<file path="src/rtl/nibble_serial_tx_pkg.sv">
// Shared types for the nibble serial link, used by both transmit and receive ends.
package serial_pkg;
   typedef enum logic [1:0] {IDLE, SHIFT, GAP} tx_state_t;
   localparam int DEFAULT_WIDTH = 4;
endpackage

</file>
<file path="src/rtl/nibble_serial_tx_if.sv">
// Parallel-in handshake plus serial-out link of the transmitter.
interface nibble_serial_tx_if import serial_pkg::*; #(parameter int WIDTH = DEFAULT_WIDTH);
   logic [WIDTH-1:0] d;
   logic             d_valid;
   logic             d_ready;
   logic             sdata;
   logic             sframe;
   logic             sfirst;
   logic             slast;
   logic             busy;

   modport master (output d, d_valid, input d_ready, sdata, sframe, sfirst, slast, busy);
   modport slave  (input d, d_valid, output d_ready, sdata, sframe, sfirst, slast, busy);
endinterface

</file>
<file path="src/rtl/nibble_serial_tx_hold_buf.sv">
// One-entry holding buffer; a write and a read in the same cycle leave it full with the new word.
module tx_hold_buf import serial_pkg::*; #(
   parameter int WIDTH = DEFAULT_WIDTH
) (
   input  logic             clk,
   input  logic             reset,
   input  logic             wr_en,
   input  logic [WIDTH-1:0] wr_data,
   input  logic             rd_en,
   output logic [WIDTH-1:0] rd_data,
   output logic             full
);
   logic             full_q, full_d;
   logic [WIDTH-1:0] data_q, data_d;

   always_comb begin
      full_d = full_q;
      data_d = data_q;
      if (rd_en) full_d = 1'b0;
      if (wr_en) begin
         full_d = 1'b1;
         data_d = wr_data;
      end
   end

   always_ff @(posedge clk) begin
      if (reset) begin
         full_q <= 1'b0;
         data_q <= '0;
      end else begin
         full_q <= full_d;
         data_q <= data_d;
      end
   end

   assign rd_data = data_q;
   assign full    = full_q;
endmodule

</file>
<file path="src/rtl/nibble_serial_tx.sv">
// Parallel-to-serial transmitter: MSB-first shifter with framing strobes and inter-word gap.
module nibble_serial_tx import serial_pkg::*; #(
   parameter int WIDTH      = DEFAULT_WIDTH,
   parameter int GAP_CYCLES = 1
) (
   input  logic                clk,
   input  logic                reset,
   nibble_serial_tx_if.slave   bus
);
   localparam int              CW       = $clog2(WIDTH);
   localparam logic [CW-1:0]   CNT_LAST = CW'(WIDTH - 1);
   localparam logic [3:0]      GAP_LAST = (GAP_CYCLES > 0) ? 4'(GAP_CYCLES - 1) : 4'd0;

   tx_state_t        state_q, state_d;
   logic [WIDTH-1:0] sh_q, sh_d;
   logic [CW-1:0]    cnt_q, cnt_d;
   logic [3:0]       gap_q, gap_d;
   logic             buf_full, buf_wr, buf_rd;
   logic [WIDTH-1:0] buf_data;
   logic             xfer, next_word;

   // d_ready depends only on registered state and reset, never on d_valid.
   assign bus.d_ready = !buf_full && !reset;
   assign xfer        = bus.d_valid && bus.d_ready;

   always_comb begin
      state_d   = state_q;
      sh_d      = sh_q;
      cnt_d     = cnt_q;
      gap_d     = gap_q;
      next_word = 1'b0;
      buf_rd    = 1'b0;
      buf_wr    = 1'b0;
      case (state_q)
         IDLE: begin
            if (xfer) begin
               sh_d    = bus.d;
               cnt_d   = '0;
               state_d = SHIFT;
            end
         end
         SHIFT: begin
            if (cnt_q == CNT_LAST) begin
               if (GAP_CYCLES > 0) begin
                  state_d = GAP;
                  gap_d   = 4'd0;
               end else begin
                  next_word = 1'b1;
               end
            end else begin
               sh_d  = {sh_q[WIDTH-2:0], 1'b0};
               cnt_d = cnt_q + CW'(1);
            end
         end
         GAP: begin
            if (gap_q == GAP_LAST) next_word = 1'b1;
            else                   gap_d     = gap_q + 4'd1;
         end
         default: state_d = IDLE;
      endcase

      // A queued word always wins over a word arriving in the same cycle.
      if (next_word) begin
         cnt_d = '0;
         if (buf_full) begin
            sh_d    = buf_data;
            state_d = SHIFT;
            buf_rd  = 1'b1;
         end else if (xfer) begin
            sh_d    = bus.d;
            state_d = SHIFT;
         end else begin
            state_d = IDLE;
         end
      end

      buf_wr = xfer && (state_q != IDLE) && !(next_word && !buf_full);
   end

   always_ff @(posedge clk) begin
      if (reset) begin
         state_q <= IDLE;
         sh_q    <= '0;
         cnt_q   <= '0;
         gap_q   <= 4'd0;
      end else begin
         state_q <= state_d;
         sh_q    <= sh_d;
         cnt_q   <= cnt_d;
         gap_q   <= gap_d;
      end
   end

   tx_hold_buf #(.WIDTH(WIDTH)) u_buf (
      .clk     (clk),
      .reset   (reset),
      .wr_en   (buf_wr),
      .wr_data (bus.d),
      .rd_en   (buf_rd),
      .rd_data (buf_data),
      .full    (buf_full)
   );

   assign bus.sframe = (state_q == SHIFT);
   assign bus.sdata  = bus.sframe && sh_q[WIDTH-1];
   assign bus.sfirst = bus.sframe && (cnt_q == '0);
   assign bus.slast  = bus.sframe && (cnt_q == CNT_LAST);
   assign bus.busy   = (state_q != IDLE) || buf_full;
endmodule
</file>
<file path="src/flat_wrapper.sv">
// flat-port wrapper written by rule: the top's interface ports become plain ports
module nibble_serial_tx_flat import serial_pkg::*;
#(
   parameter int WIDTH      = DEFAULT_WIDTH,
   parameter int GAP_CYCLES = 1
)
  (clk, reset, bus_d, bus_d_valid, bus_d_ready, bus_sdata, bus_sframe, bus_sfirst, bus_slast, bus_busy);
  nibble_serial_tx_if #(.WIDTH(WIDTH)) bus_i ();
  input  logic clk;
  input  logic reset;
  input wire logic [$bits(bus_i.d)-1:0] bus_d;
  input wire logic [$bits(bus_i.d_valid)-1:0] bus_d_valid;
  output wire logic [$bits(bus_i.d_ready)-1:0] bus_d_ready;
  output wire logic [$bits(bus_i.sdata)-1:0] bus_sdata;
  output wire logic [$bits(bus_i.sframe)-1:0] bus_sframe;
  output wire logic [$bits(bus_i.sfirst)-1:0] bus_sfirst;
  output wire logic [$bits(bus_i.slast)-1:0] bus_slast;
  output wire logic [$bits(bus_i.busy)-1:0] bus_busy;
  assign bus_i.d = bus_d;
  assign bus_i.d_valid = bus_d_valid;
  assign bus_d_ready = bus_i.d_ready;
  assign bus_sdata = bus_i.sdata;
  assign bus_sframe = bus_i.sframe;
  assign bus_sfirst = bus_i.sfirst;
  assign bus_slast = bus_i.slast;
  assign bus_busy = bus_i.busy;
  nibble_serial_tx #(.WIDTH(WIDTH), .GAP_CYCLES(GAP_CYCLES)) u_core (.clk(clk), .reset(reset), .bus(bus_i));
endmodule
</file>
<file path="config.mk">
export PLATFORM = sky130hd
export DESIGN_NAME = nibble_serial_tx_flat
export DESIGN_NICKNAME = d
export VERILOG_FILES = /design/src/rtl/nibble_serial_tx_pkg.sv /design/src/rtl/nibble_serial_tx_if.sv /design/src/rtl/nibble_serial_tx_hold_buf.sv /design/src/rtl/nibble_serial_tx.sv /design/src/flat_wrapper.sv
export SDC_FILE = /design/constraint.sdc
export NUM_CORES = 1
export LEC_CHECK = 0
export CAP_MARGIN = 0
export CELL_PAD_IN_SITES_DETAIL_PLACEMENT = 0
export CELL_PAD_IN_SITES_GLOBAL_PLACEMENT = 1
export CORE_MARGIN = 2
export CORE_UTILIZATION = 28
export CTS_CLUSTER_DIAMETER = 40
export CTS_CLUSTER_SIZE = 14
export DETAILED_ROUTE_END_ITERATION = 7
export GPL_TIMING_DRIVEN = 0
export PLACE_DENSITY_LB_ADDON = 0.3
export SYNTH_ARGS = -nofsm -noshare
export SYNTH_HDL_FRONTEND = slang
export SYNTH_SLANG_ARGS = --single-unit
export TNS_END_PERCENT = 30
</file>
<file path="constraint.sdc">
create_clock -name clk -period 2.07 [get_ports clk]
set_input_delay 0.414 -clock clk [delete_from_list [all_inputs] [get_ports clk]]
set_output_delay 0.414 -clock clk [all_outputs]
set_load 0.05 [all_outputs]
</file>
# After elaboration in Yosys (flattened, before gate mapping)
# Index checks and enable logic that the tools add are counted.
# word_totals
in_bits,7
regBits,17
word_cells,65
# classes
n_reduce_logical,23
eq_ne,10
mux,24
add_sub_neg,2
# ops
cell,n
4-bit two-way mux,7
4-bit one-hot mux with 2 select lines,2
2-bit two-way mux,6
3-bit AND reduction,3
1-bit logical AND,8
2-bit nonzero test,4
1-bit two-way mux,7
"2-bit inequality test, second input constant",3
2-bit one-hot mux with 3 select lines,1
"4-bit by 1-bit adder with 4-bit output, second input constant",1
"2-bit == test, second input constant",2
2-bit zero test,2
4-bit zero test,1
"2-bit by 1-bit inequality test with 1-bit output, second input constant",2
2-bit one-hot mux with 2 select lines,1
1-bit zero test,3
"3-bit by 1-bit inequality test with 1-bit output, second input constant",1
"3-bit inequality test, second input constant",1
"2-bit by 1-bit adder with 2-bit output, second input constant",1
"2-bit by 1-bit == test with 1-bit output, second input constant",1
2-bit OR reduction,1
1-bit logical OR,1

# Longest topological paths before layout
# Gate-level depths: netlist (run 1).
# depth
depth_word,8
ltp_mapped,7
mapped_depth_nobuf,6

# Cells and area by module
# From an unflattened synthesis (run 1), not the netlist that was laid out.
# unflattened
cells_unflattened,131
hier_area_um2,1163.6
# modules_own_cells
module,seq_area_each_um2,instances,cells_per_inst,area_each_um2
nibble_serial_tx,240.2,1,114,982.2
tx_hold_buf,100.1,1,17,181.4

# Worst setup path after synthesis (run 1)
# OpenSTA, ideal clock, no wires.
# synth_path
path_type,register to register
start,reg u_core.state_q[1]
end,reg u_core.sh_q[0]
t_arrival_ns,1.924
stages_incl_launch_ff,7
n_path_buf,1
t_required_ns,2.014
setup_slack_ns,0.089
cell_sequence,dfxtp_1 inv_1 ha_1 buf_6 and2_1 o2111ai_1 a21bo_2
# synth_via
elab_chain_len,5
elab_cells_between_ends,8
cone_classes,eq/ne (2); mux (5); reduce/logical (1)
# synth_rtl
item,line,rtl
start: declaration,nibble_serial_tx.sv:14,"tx_state_t state_q, state_d;"
start signal: assignment,nibble_serial_tx.sv:87,state_q <= state_d;
2-bit by 1-bit == test with 1-bit output (*),-,
net bus_sframe,flat_wrapper.sv:15,output wire logic [$bits(bus_i.sframe)-1:0] bus_sframe;
4-bit one-hot mux with 2 select lines (*),nibble_serial_tx.sv:34,case (state_q)
4-bit two-way mux,nibble_serial_tx.sv:69,end else if (xfer) begin
4-bit two-way mux,nibble_serial_tx.sv:65,if (buf_full) begin
4-bit two-way mux (*),nibble_serial_tx.sv:63,if (next_word) begin
end signal: assignment,nibble_serial_tx.sv:83,sh_q <= '0;
end signal: assignment,nibble_serial_tx.sv:88,sh_q <= sh_d;
end: declaration,nibble_serial_tx.sv:15,"logic [WIDTH-1:0] sh_q, sh_d;"
# Mark *: on every way through the listed nets, which the timed path passes. The rest lies on a longest branch.
# A chain may end at the register's enable or synchronous reset.

# Worst setup path after layout (run 1)
# layout_path
start,in reset
end,out bus_d_ready
# layout_via
elab_chain_len,2
# layout_rtl
item,line,rtl
start: declaration,flat_wrapper.sv:10,input logic reset;
1-bit zero test,nibble_serial_tx.sv:23,assign bus.d_ready = !buf_full && !reset;
1-bit logical AND,nibble_serial_tx.sv:23,
end: declaration,flat_wrapper.sv:13,output wire logic [$bits(bus_i.d_ready)-1:0] bus_d_ready;
# No other way between the ends.

==> results of run 1 <==
power breakdown:
part	leakage [nW]	switching (mW)	internal (mW)
combinational	0.358	0.383	0.247
clock	0.0255	0.118	0.134
sequential	0.138	0.0402	0.379
through the flow:
step	instances	hold slack (ps)	power [mW]	area, um^2	setup WS [ps]
6_report	185	496	1.30	1290	115
5_1_grt	185	559	1.40	1290	0.298
4_1_cts	185	502	1.32	1290	-23.1
3_5_place_dp	181	485	1.08	1250	-413
3_3_place_gp	181	474	1.07	1250	-409
2_1_floorplan	121	461	0.915	1070	89.3
cell type report:
class | count | area (um^2) | area share
clock buffers | 3 | 41.3 | 0.0319
multi-input cells | 91 | 656 | 0.507
plain buffers | 5 | 52.6 | 0.0407
repair buffers | 12 | 108 | 0.0833
clock inverters | 1 | 5.00 | 0.00387
inverters | 8 | 30.0 | 0.0232
well taps | 48 | 60.1 | 0.0465
flip-flops and latches | 17 | 340 | 0.263
worst max-delay path, stage by stage:
cell	delay, ps
clkdlybuf4s50_1	420
clkbuf_2	210
nor2_1	120
clkdlybuf4s15_2	380
cells in the final DEF (no fill, tap or decap), types with 4 or more instances in the layout:
cell type        count
mux2i_1              5
ha_1                 9
nand2_1             10
clkdlybuf4s50_1      5
nor2_1              15
a21oi_1              7
clkbuf_8             4
dfxtp_1             17
inv_1                8
o21ai_0              4
and2_1               4
routing by layer:
metal	track usage	part of all wire
met1	0.150	0.49
met2	0.196	0.47
met3	0.0256	0.033
met4	0.0313	0.012
met5	0	0
registers in the layout, summed over array words and instances, names as in the netlist:
signal	cells
u_core.sh_q	4
u_core.cnt_q	2
u_core.state_q	2
u_core.u_buf.rd_data	4
u_core.gap_q	4
u_core.u_buf.full	1
logic make-up (layout without fill, tap and decap cells):
| logic type | Yosys count | after routing | share of synthesized area |
|---|---|---|---|
| XOR/XNOR | 3 | 3 | 0.0245 |
| flip-flops | 17 | 17 | 0.318 |
| adder cells (fa/ha/maj) | 9 | 9 | 0.105 |
| buffers and inverters | 13 | 29 | 0.0759 |
| AND/OR/NAND/NOR | 46 | 46 | 0.237 |
| AO/OA/AOI/OAI | 25 | 25 | 0.161 |
| multiplexers | 8 | 8 | 0.0783 |
worst min-delay path by stage:
stage | start | end | cells after the start
final | u_core.u_buf.rd_data[2] | u_core.u_buf.rd_data[2] | 2
after global routing | u_core.u_buf.rd_data[0] | u_core.u_buf.rd_data[0] | 2
after CTS | u_core.u_buf.rd_data[2] | u_core.u_buf.rd_data[2] | 2
after detailed placement | u_core.u_buf.rd_data[2] | u_core.u_buf.rd_data[2] | 2
after global placement | u_core.u_buf.rd_data[1] | u_core.u_buf.rd_data[1] | 2
after floorplan | u_core.u_buf.rd_data[1] | u_core.u_buf.rd_data[1] | 2
repair_timing:
action	in CTS	in global routing
endpoints found under the setup margin	7	4
hold buffers	0	0
resized for setup	18	5
hold endpoints to repair	0	0
gates cloned	0	0
==> summary.txt, run 1 <==
Drt
  – Routed WL per cell: 12.4 um
  – Vias per cell: roughly 5
  – DRC: 0
  – Total wire length: roughly 2300 um
  – Initial DRT Pass Iterations: 5
  – DR vias: roughly 920
  – Routed Antenna Nets: 0
  – Drt initial violations: 32

Die
  – CORE AREA: 3660 um^2
  – IO Pins: 13
  – Initial Util: 0.293
  – # rows: 22
  – Die H: between 60 and 70 um
  – Die Area: 4340 um^2
  – Die width: 65.8 um

Logic synthesis
  – Synth area leader: dfxtp_1
  – Async S/R FF share, synth: 0
  – Syn avg cell area: slightly below 9 um^2
  – Yosys warns: 0
  – Synth Instances: around 120
  – Post-synth EDFFs: 0
  – Count leader, synth: dfxtp_1
  – Post-synth top flop: dfxtp_1
  – Synthesized Nets: about 140
  – Top cells by count, synth: 17 x dfxtp_1, 15 x nor2_1, 10 x nand2_1, 9 x ha_1, 8 x inv_1
  – Synth area leaders: dfxtp_1 32%, ha_1 11%, nor2_1 5.3%, mux2i_1 4.7%, nand2_1 3.5%
  – Unique masters post-synth: 35
  – Sequential area share after synthesis: 0.318
  – FF+latch count, synth: 17
  – Synth top area share: 0.318
  – Cell Area, Synth: between 1000 and 1500 um^2

Timing
  – Final setup TNS: 0 ps
  – Slew @ Worst Pin: between 400 and 500 ps
  – Final critical-path required period: roughly 2000 ps
  – Fin. Hold Viols: 0
  – Worst Skew: approximately 8.6 ps
  – RSZ-0062 raised after global routing: no
  – Final worst path period share: 0.944
  – Worst rel slew slack: 0.677
  – Pins Over Slew Limit: 0
  – Final setup violation count: 0
  – Timing-limited maximum frequency: slightly above 500 MHz

Placed design
  – GPL Wtd Cong: just under 0.7
  – HPWL Detailed: 1720 um
  – Port bufs: 12

Final layout
  – Final core occ: 0.353
  – Layout filler cell count: 377
  – Area Growth Syn to Fin: 20.7%
  – Share of layout cells above drive strength 1: 0.153
  – Total Nets Final: 154
  – Ant. Diodes: 0

Critical path
  – Worst reg2reg setup slack: around 200 ps
  – CP Capture Point: bus_d_ready
  – Reg2reg path depth: 7
  – Worst-path fanout max: 10
  – Beginning of the critical path: reset
  – Crit end category: output port
  – Worst R2R Start: u_core.state_q[0]
  – WP data arrival: 1540 ps
  – Crit Path Class: input port to output port
  – R2r endpoint: u_core.sh_q[2]
  – Startpoint types: input port
  – Critical Path RT: between 1500 and 2000 ps

GRT
  – Total global routing overflow: 0
  – All-Layer GR Usage: 0.117
  – Largest net degree at the start of global routing: 11
  – Initial antenna violation count: 0
  – Wire length of the first global-routing pass: between 3000 and 4000 um
  – Vias in the first global route: roughly 930

Status
  – Status: finished clean

Clock tree
  – Clk sinks: 17
  – CTS tree: yes
  – Clk slew on worst S/H paths: ~70 ps
  – CTS buffer count: 3
  – CTS Root Cell: clkbuf_8
  – Skew-Pair Late Insertion Delay: approximately 260 ps
  – CTS H-tree depth: 1
  – CTS Buffer Depth: 2
  – Post-CTS setup buffer count: 0

Pwr
  – PwrDens: between 1000 and 1500 nW/um^2
  – Largest vdd supply drop: around 0.38 mV
  – Leak: about 0.52 nW

Run
  – Max-cap violations: 0

Worst hold path
  – Hold Path Class: register to register
Note: power is estimated with default switching activity, not from simulation.
==> inputs of run 2 (changes only) <==
--- a/config.mk
+++ b/config.mk
@@ -15,6 +15,7 @@
 export DETAILED_ROUTE_END_ITERATION = 7
 export GPL_TIMING_DRIVEN = 0
 export PLACE_DENSITY_LB_ADDON = 0.3
+export SETUP_SLACK_MARGIN = 0.02
 export SYNTH_ARGS = -nofsm -noshare
 export SYNTH_HDL_FRONTEND = slang
 export SYNTH_SLANG_ARGS = --single-unit
==> summary.txt, run 2 (same netlist as run 1, synthesis figures left out) <==
Final layout
  – Ant. Diodes: 0 (unchanged)
  – Total Nets Final: 154 (unchanged)
  – Share of layout cells above drive strength 1: 0.153 (unchanged)
  – Commonest cells after routing, fill and taps aside: 17 x dfxtp_1, 15 x nor2_1, 10 x nand2_1 (unchanged)
  – Non-Filler Instances: 185 (unchanged)
  – Most common cell after layout, fill and taps aside: dfxtp_1 (unchanged)
  – Area Growth Syn to Fin: 21.1% (was 20.7%)
  – Final instance area: 1300 um^2 (was 1290 um^2)

Die
  – Initial Util: 0.293 (unchanged)
  – Die H: 65.8 um (unchanged)
  – IO Pins: 13 (unchanged)
  – Die Area: 4340 um^2 (unchanged)
  – # rows: 22 (unchanged)
  – CORE AREA: 3660 um^2 (unchanged)
  – Die width: 65.8 um (unchanged)

Pwr
  – Leak: 0.522 nW (about the same)
  – Clk network pwr share: 0.192 (was 0.193)
  – Pwr Total: 1.31 mW (was 1.30 mW)
  – Combinational power share: 0.488 (was 0.484)
  – Switching Power: 540 uW (was 542 uW)
  – Largest vdd supply drop: 0.384 mV (about the same)
  – Net Sw Frac: 0.413 (was 0.416)
  – Internal: 768 uW (was 760 uW)
  – Sequential Power Share: 0.320 (was 0.322)
  – PwrDens: 1010 nW/um^2 (about the same)

GRT
  – GRT met1 Usage: 0.150 (unchanged)
  – Met3 Use GR: 0.0256 (unchanged)
  – Total global routing overflow: 0 (unchanged)
  – All-Layer GR Usage: 0.117 (unchanged)
  – Busiest grt layer: met2 (unchanged)
  – Largest net degree at the start of global routing: 11 (unchanged)
  – Initial antenna violation count: 0 (unchanged)
  – Wire length of the first global-routing pass: 3990 um (unchanged)
  – Met2 Use GR: 0.196 (unchanged)
  – Vias in the first global route: 926 (unchanged)

Drt
  – Drt initial violations: 32 (unchanged)
  – DRC: 0 (unchanged)
  – DR vias: 925 (was 918)
  – Routed Antenna Nets: 0 (unchanged)
  – Vias per cell: 5.00 (was 4.96)
  – Total wire length: 2280 um (was 2290 um)
  – Routed WL per cell: 12.3 um (was 12.4 um)
  – Initial DRT Pass Iterations: 4 (was 5)

Timing
  – Pins Over Slew Limit: 0 (unchanged)
  – Final setup violation count: 0 (unchanged)
  – Final worst path period share: 0.944 (about the same)
  – Final critical-path required period: 1950 ps (was 1960 ps)
  – Setup ws final: 115 ps (about the same)
  – Worst rel slew slack: 0.677 (unchanged)
  – RSZ-0062 raised after global routing: yes (was no)
  – Slew @ Worst Pin: 487 ps (about the same)
  – Timing-limited maximum frequency: 512 MHz (was 511 MHz)
  – Fin. Hold Viols: 0 (unchanged)
  – Worst Skew: 8.62 ps (was 8.56 ps)

Critical path
  – Startpoint types: input port (unchanged)
  – WP data arrival: 1540 ps (about the same)
  – Crit end category: output port (unchanged)
  – Crit Path Class: input port to output port (unchanged)
  – Worst-path fanout max: 10 (unchanged)
  – R2r endpoint: u_core.sh_q[2] (unchanged)
  – Critical Path RT: 1660 ps (about the same)
  – Reg2reg path depth: 7 (unchanged)
  – Worst R2R Start: u_core.state_q[0] (unchanged)
  – Worst reg2reg setup slack: 200 ps (about the same)

Clock tree
  – Skew-Pair Late Insertion Delay: 250 ps (was 260 ps)
  – CTS buffer count: 3 (unchanged)
  – CTS H-tree depth: 1 (unchanged)
  – Clk slew on worst S/H paths: 70 ps (about the same)
  – Clk sinks: 17 (unchanged)
  – CTS Buffer Depth: 2 (unchanged)
  – CTS tree: yes (unchanged)
  – Hold_buf cts: 0 (unchanged)
  – CTS Root Cell: clkbuf_8 (unchanged)
  – Post-CTS setup buffer count: 0 (unchanged)

Placed design
  – Cells after DPL: 181 (unchanged)
  – GPL Wtd Cong: 0.679 (unchanged)
  – Post-Place Cell Area: 1250 um^2 (unchanged)
  – HPWL Detailed: 1720 um (unchanged)
  – Post-placement setup slack: -413 ps (unchanged)
  – Port bufs: 12 (unchanged)

Worst hold path
  – Hold endpoint: u_core.u_buf.rd_data[2] (unchanged)
  – Hold Path Origin: u_core.u_buf.rd_data[2] (unchanged)
  – Worst hold path depth: 2 (unchanged)
  – Hold Path Class: register to register (unchanged)

Status
  – Status: finished clean (unchanged)

Run
  – Max-cap violations: 0 (unchanged)
## run 2: cell count changes in the layout (fill, tap and decap cells not counted)
cell and delta:
clkbuf_2 -1, clkbuf_4 +1, clkdlybuf4s18_2 +1, buf_4 -1
## run 2: power by group through the flow
stage	clock network, mW	logic, mW	registers [mW]
floorplan	0	0.499	0.416
global placement	0	0.641	0.424
detailed placement	0	0.653	0.426
CTS	0.260	0.644	0.419
global route	0.274	0.705	0.427
finish	0.251	0.638	0.419
## run 2: area by class of cell
class	count	area [um^2]
inverters	8	30.0
clock inverters	1	5.00
clock buffers	3	41.3
flip-flops and latches	17	340
fillers	378	2360
plain buffers	5	52.6
well taps	48	60.1
repair buffers	12	113
multi-input cells	91	656
## run 2: how the worst max path moves through the flow
stage	startpoint	end	cells past startpoint
3_3_place_gp	reset	bus_d_ready	4
5_1_grt	u_core.state_q[1]	bus_slast	5
6_report	reset	bus_d_ready	4
3_5_place_dp	reset	bus_d_ready	4
4_1_cts	u_core.state_q[1]	bus_sfirst	5
2_1_floorplan	u_core.state_q[1]	u_core.sh_q[0]	6
## run 2: what timing repair did
action,4_1_cts,5_1_grt
endpoints found under the hold margin,0,0
resized for setup,19,4
setup endpoints to repair,8,5
## run 2: worst max-delay path, stage by stage
cell and delay, ps:
clkdlybuf4s50_1 420, clkbuf_2 210, nor2_1 120, clkdlybuf4s15_2 380
## run 2: metal layers
| layer | wire, um | vias to the layer above |
|---|---|---|
| li1 | - | 464 |
| met1 | 1100 | 433 |
| met2 | 1080 | 24 |
| met3 | 78 | 4 |
| met4 | 27 | 0 |
| met5 | 0 | - |
## run 2: per-stage QoR
stage / hold slack [ps] / util / setup TNS, ps
final: 496 / 0.354 / 0
after global routing: 559 / 0.354 / -6.05
after CTS: 502 / 0.354 / -23.1
after detailed placement: 485 / 0.342 / -3160
after global placement: 474 / 0.342 / -3050
after floorplan: 461 / - / 0
==> inputs of run 3 (changes only) <==
--- a/config.mk
+++ b/config.mk
@@ -10,7 +10,6 @@
 export CELL_PAD_IN_SITES_GLOBAL_PLACEMENT = 1
 export CORE_MARGIN = 2
 export CORE_UTILIZATION = 28
-export CTS_CLUSTER_DIAMETER = 40
 export CTS_CLUSTER_SIZE = 14
 export DETAILED_ROUTE_END_ITERATION = 7
 export GPL_TIMING_DRIVEN = 0
==> results of run 3 <==
Same layout as run 2: the final DEF is identical, and so are final timing and power.
